[src/rtl/mma_result_serializer.sv]
// ---------------------------------------------------------------------------
// mma_result_serializer
//
// Takes one complete M x N result matrix (32-bit signed elements) from the
// MMA output buffer and streams it out as beats of LANES 32-bit words in
// row-major order (element e = D[e / N][e % N], lane 0 = lowest index).
// The matrix is held in an internal register, so the upstream buffer is free
// as soon as d_i is accepted. A new matrix can be accepted in the same cycle
// as the final beat transfers, which gives zero-bubble back-to-back output.
//
// Optional feature (compile-time macro MMA_SER_PACK16_EN):
//   When defined, pack16_i (sampled with the matrix) selects 16-bit packed
//   output: each 32-bit lane carries two saturated 16-bit elements, so the
//   matrix takes half as many beats. When undefined, pack16_i is ignored and
//   no saturation logic is built.
//
// Ports:
//   clk_i      sole clock, rising edge
//   rst_i      synchronous active-high reset
//   d_i        flattened matrix, element e at d_i[32*e +: 32]
//   d_valid_i  d_i valid
//   d_ready_o  serializer can accept d_i
//   pack16_i   request packed output for the matrix being accepted
//   data_o     current beat, lane l at data_o[32*l +: 32]
//   valid_o    data_o valid
//   ready_i    downstream accepts data_o
//   last_o     current beat is the final beat of the matrix
//   beat_o     0-based index of the current beat
// ---------------------------------------------------------------------------
module mma_result_serializer #(
   parameter int M     = 8,
   parameter int N     = 4,
   parameter int LANES = 4
) (
   input  logic                   clk_i,
   input  logic                   rst_i,
   input  logic [M*N*32-1:0]      d_i,
   input  logic                   d_valid_i,
   output logic                   d_ready_o,
   input  logic                   pack16_i,
   output logic [LANES*32-1:0]    data_o,
   output logic                   valid_o,
   input  logic                   ready_i,
   output logic                   last_o,
   output logic [(((M*N/LANES) > 1) ? $clog2(M*N/LANES) : 1)-1:0] beat_o
);

   localparam int NB     = M * N / LANES;
   localparam int BEAT_W = (NB > 1) ? $clog2(NB) : 1;
   localparam logic [BEAT_W-1:0] LAST_U = BEAT_W'(NB - 1);

   // Elaboration-time parameter checks
   generate
      if (M < 1 || N < 1 || LANES < 1) begin : g_bad_dims
         $error("mma_result_serializer: M, N and LANES must all be >= 1");
      end
      if ((M * N) % LANES != 0) begin : g_bad_lanes
         $error("mma_result_serializer: M*N must be a multiple of LANES");
      end
`ifdef MMA_SER_PACK16_EN
      if ((M * N) % (2 * LANES) != 0) begin : g_bad_pack
         $error("mma_result_serializer: M*N must be a multiple of 2*LANES for packed output");
      end
`endif
   endgenerate

   typedef enum logic {
      IDLE = 1'b0,
      SEND = 1'b1
   } state_t;

   state_t              state_q, state_nxt;
   logic [BEAT_W-1:0]   beat_q, beat_nxt;
   logic [M*N*32-1:0]   d_q;
   logic                load;
   logic [BEAT_W-1:0]   last_idx;

`ifdef MMA_SER_PACK16_EN
   localparam logic [BEAT_W-1:0] LAST_P = BEAT_W'(NB / 2 - 1);

   logic pack_q;

   // Clamp to the signed 16-bit range, keep the low half.
   function automatic logic [15:0] sat16(input logic signed [31:0] x);
      if (x > 32'sd32767)
         return 16'h7FFF;
      else if (x < -32'sd32768)
         return 16'h8000;
      else
         return x[15:0];
   endfunction

   assign last_idx = pack_q ? LAST_P : LAST_U;
`else
   logic unused_pack16;
   assign unused_pack16 = pack16_i;
   assign last_idx      = LAST_U;
`endif

   // Outputs are decoded from registered state only, so valid_o, data_o,
   // last_o and beat_o hold steady during backpressure.
   assign valid_o = (state_q == SEND);
   assign last_o  = (state_q == SEND) && (beat_q == last_idx);
   assign beat_o  = beat_q;

   // Lane selection from the held matrix
   always_comb begin
      data_o = '0;
      for (int l = 0; l < LANES; l++) begin
`ifdef MMA_SER_PACK16_EN
         if (pack_q) begin
            int k;
            k = int'(beat_q) * LANES + l;
            data_o[32*l +: 32] = {sat16(d_q[32*(2*k+1) +: 32]),
                                  sat16(d_q[32*(2*k)   +: 32])};
         end else begin
            data_o[32*l +: 32] = d_q[32*(int'(beat_q) * LANES + l) +: 32];
         end
`else
         data_o[32*l +: 32] = d_q[32*(int'(beat_q) * LANES + l) +: 32];
`endif
      end
   end

   // Next-state and input-side handshake
   always_comb begin
      state_nxt = state_q;
      beat_nxt  = beat_q;
      load      = 1'b0;
      d_ready_o = 1'b0;
      case (state_q)
         IDLE: begin
            d_ready_o = 1'b1;
            if (d_valid_i) begin
               load      = 1'b1;
               beat_nxt  = '0;
               state_nxt = SEND;
            end
         end
         SEND: begin
            // Only ready passes through combinationally; last_o is registered.
            d_ready_o = ready_i && last_o;
            if (ready_i) begin
               if (last_o) begin
                  beat_nxt = '0;
                  if (d_valid_i) begin
                     load      = 1'b1;
                     state_nxt = SEND;
                  end else begin
                     state_nxt = IDLE;
                  end
               end else begin
                  beat_nxt = beat_q + 1'b1;
               end
            end
         end
         default: begin
            state_nxt = IDLE;
            beat_nxt  = '0;
         end
      endcase
      if (rst_i) begin
         d_ready_o = 1'b0;
      end
   end

   // State register
   always_ff @(posedge clk_i) begin
      if (rst_i) begin
         state_q <= IDLE;
         beat_q  <= '0;
      end else begin
         state_q <= state_nxt;
         beat_q  <= beat_nxt;
      end
   end

   // Held matrix (cleared on reset so no stale data survives)
   always_ff @(posedge clk_i) begin
      if (rst_i) begin
         d_q <= '0;
      end else if (load) begin
         d_q <= d_i;
      end
   end

`ifdef MMA_SER_PACK16_EN
   always_ff @(posedge clk_i) begin
      if (rst_i) begin
         pack_q <= 1'b0;
      end else if (load) begin
         pack_q <= pack16_i;
      end
   end
`endif

endmodule

[config.mk]
export PLATFORM = sky130hd
export DESIGN_NAME = mma_result_serializer
export DESIGN_NICKNAME = d
export VERILOG_FILES = /design/src/rtl/mma_result_serializer.sv
export SDC_FILE = /design/constraint.sdc
export NUM_CORES = 2
export LEC_CHECK = 0
export ABC_CLOCK_PERIOD_IN_PS = 1750
export CORE_AREA = 2 2 455 457
export CTS_CLUSTER_SIZE = 24
export DETAILED_ROUTE_END_ITERATION = 8
export DIE_AREA = 0 0 457 459
export GPL_TIMING_DRIVEN = 0
export PLACE_DENSITY = 0.49
export SLEW_MARGIN = 30
export SYNTH_ARGS = -nofsm -noshare
export SYNTH_HDL_FRONTEND = slang
export SYNTH_SLANG_ARGS = --single-unit
[constraint.sdc]
create_clock -name clk_i -period 1.75 [get_ports clk_i]
set_input_delay 0.2625 -clock clk_i [delete_from_list [all_inputs] [get_ports clk_i]]
set_output_delay 0.2625 -clock clk_i [all_outputs]
set_load 0.02 [all_outputs]
==> out/qor.csv <==
metric,value,unit
Final Cycle Share,186.6,%
First-pass DRT Iterations,7,
status,"finished, violations left",
post-route worst setup slack,-1.516,ns
Syn Inst Count,4914,
# port buffers,1160,
Setup CP Type,register to primary output,
WL/cell,30.01,um
setup_tns,-792.87,ns
fin area,82090,um2
hpwl dp,216.5,mm
crit-path cells,buf_12 > buf_16 > buf_12 > buf_16 > buf_12 > buf_8 > mux4_2 > mux2_4 > buf_6,
final slew viol count,0,
fillers,20230,
Crit path max-delay family,buffers and inverters,
total number of vias,44340,
setup violators final,1161,
I/O pins,1163,
register area share after synthesis,38.84,%
Crit path largest cell delay,0.55,ns
CTS Buffer Depth,3,
pwr/cell area,833.0,nW/um2
Max Cap Viol,0,
Core ar.,205600,um2
DR iter-0 viols,2669,
CTS tree,yes,
VDD IR-drop max,1.014,mV
Final Hold Vio Count,0,
critical path's most frequent cell,buf_12,
Synth area leader,dfxtp_1,
Initial Util,25.77,%
Netlist Area Pre-Place,52990,um2
die area,209800,um2
gr usage total,25.64,%
post-synth top area share,38.84,%
CP arrival,3.00,ns
slowest CP cell,mux4_2,
worst path bufs/invs,7,
row count,167,
RSZ-0062 raised after global routing,true,
Clock Skews,0.05759,ns
Area after DPL,69000,um2
first-pass GRT wire length,374.0,mm
Critical Path Fanout Max,6,
achievable frequency,306.2,MHz
initial antenna violation count,169,
Critical Path RT,1.49,ns
Num CTS Buffers,133,
average size of a mapped cell,10.78,um2
CTS H-tree depth,4,
Overall Power,0.06838,W
die width,457,um
critical path launch point type,register,
Die Ht,459,um
Layout Nets,7777,
# DRC,0,
type of the most critical hold path,primary input to register,
number of library cell types mapped by synthesis,17,
Root Buffer Master,clkbuf_16,
clk_lat worst skew,0.83,ns
clk slew on worst S/H paths,0.06,ns
layout cell share with drive strength beyond 1,17.54,%
failing checks,negative setup slack,
layout overhead on the synthesized area,54.93,%
largest cells by area after synthesis,"dfxtp_1, nand2b_1, mux2i_1",
Final ANT Viol Nets,0,
Leakage,31.35,nW
worst rel slew slack,36.43,%
Worst setup EP type,primary output,
vias in the first global route,45110,
WL final,288.8,mm
"FF+latch count, synth",1028,
DR vias/cell,4.609,
Sink Count,1028,
pin slew with the least headroom to its limit,0.9536,ns
total global routing overflow,0,
fin crit period,3.266,ns
GPL Wtd Cong,0.8730,
Ys Warns,0,
pin count of the biggest net entering global routing,17,
Mapped Nets,5945,
-- worst min-delay path: stages --
cell	delay, ns
clkdlybuf4s50_1	0.40
nand2b_1	0.08
mux2i_1	0.07
-- synth_stat cells --
| library cell | n |
|---|---|
| a21boi_2 | 1 |
| a22oi_1 | 2 |
| and2_1 | 1 |
| and3b_1 | 1 |
| buf_1 | 8 |
| buf_2 | 96 |
| buf_4 | 41 |
| buf_6 | 26 |
| clkbuf_1 | 243 |
| dfxtp_1 | 1028 |
| ha_1 | 2 |
| mux2_2 | 128 |
| mux2i_1 | 1026 |
| mux4_2 | 256 |
| nand2b_1 | 2048 |
| nor2_1 | 6 |
| nor2b_1 | 1 |
-- power breakdown --
| part | internal (W) | switching (W) | leakage [nW] | total, W |
|---|---|---|---|---|
| clock | 0.0168 | 0.0120 | 2.23 | 0.0288 |
| combinational | 0.00776 | 0.00603 | 20.7 | 0.0138 |
| sequential | 0.0249 | 0.000907 | 8.45 | 0.0258 |
-- cell families after synthesis --
kind of cell,after synthesis,synth area share (%)
mux,1410,32.98
flops,1028,38.84
compound gates,3,0.04958
simple gates,2057,24.26
fa+ha+maj,2,0.04722
buf+inv,414,3.818
-- metrics by stage --
step,utilization [%],hold WS [ns],instances,worst slack [ns]
after floorplan,-,0.3832,4914,-0.1451
after global placement,33.46,0.4548,8778,-3.061
after detailed placement,33.56,0.4588,8785,-1.850
after CTS,37.75,0.00006289,9362,-1.826
after global routing,39.90,0.01576,9599,-1.583
final,39.93,0.04542,9621,-1.516
-- registers in the layout, indices dropped and copies added, names as in the netlist --
name	cells
d_q	1024
valid_o	1
beat_o	3
-- final cells by class --
type,instances,area [um2],area share (%)
multi-input combinational,3472,30910,37.66
clock inverter,43,688.2,0.8383
sequential,1028,20580,25.08
antenna,71,177.7,0.2164
clock buffer,192,3870,4.714
buffer,409,3730,4.543
tap,2704,3383,4.121
timing repair buffer,1702,18740,22.83
-- metal layers --
layer  global-route usage, %  share of wire (%)  up-vias
met2                   42.29                 47     1582
met1                   32.71                 43    21930
met4                   8.151                2.9       72
met3                   6.429                6.7      412
li1                        -                  -    20340
met5                       0               0.16        -
-- worst paths after layout --
kind / start / endpoint / slack (ns) / depth (start not counted)
hold reg to reg: d_q[818]$_SDFFE_PP0P_ / d_q[818]$_SDFFE_PP0P_ / 0.47 / 2
setup reg to reg: beat_o[0]$_SDFFE_PP0P_ / d_q[34]$_SDFFE_PP0P_ / -0.78 / 11
hold / removal: d_i[130] / d_q[130]$_SDFFE_PP0P_ / 0.05 / 3
setup / recovery: beat_o[0]$_SDFFE_PP0P_ / data_o[63] / -1.52 / 9
-- repair_timing --
| action | 4_1_cts | 5_1_grt |
|---|---|---|
| cloned | 7 | 69 |
| setup buffers | 54 | 130 |
| hold endpoints to repair | 281 | 0 |
| endpoints found under the setup margin | 1160 | 1161 |
| gates resized for setup | 615 | 690 |
| hold buffers | 281 | 0 |
| pin swaps | 1 | 0 |
-- placed cells by master (no fill, tap or decap), drive strengths merged --
| cell type | instances |
|---|---|
| nand2b | 2048 |
| clkdlybuf4s50 | 1030 |
| dfxtp | 1028 |
| mux2i | 1026 |
| clkbuf | 500 |
| buf | 492 |
| dlygate4sd3 | 281 |
| mux4 | 256 |
| mux2 | 128 |
| diode | 71 |
| clkinv | 29 |
| bufinv | 8 |
| nor2 | 6 |
| inv | 6 |
| a22oi | 2 |
| ha | 2 |
| and2 | 1 |
| a21boi | 1 |
| nor2b | 1 |
| and3b | 1 |
Note: power is estimated with default switching activity, not from simulation.
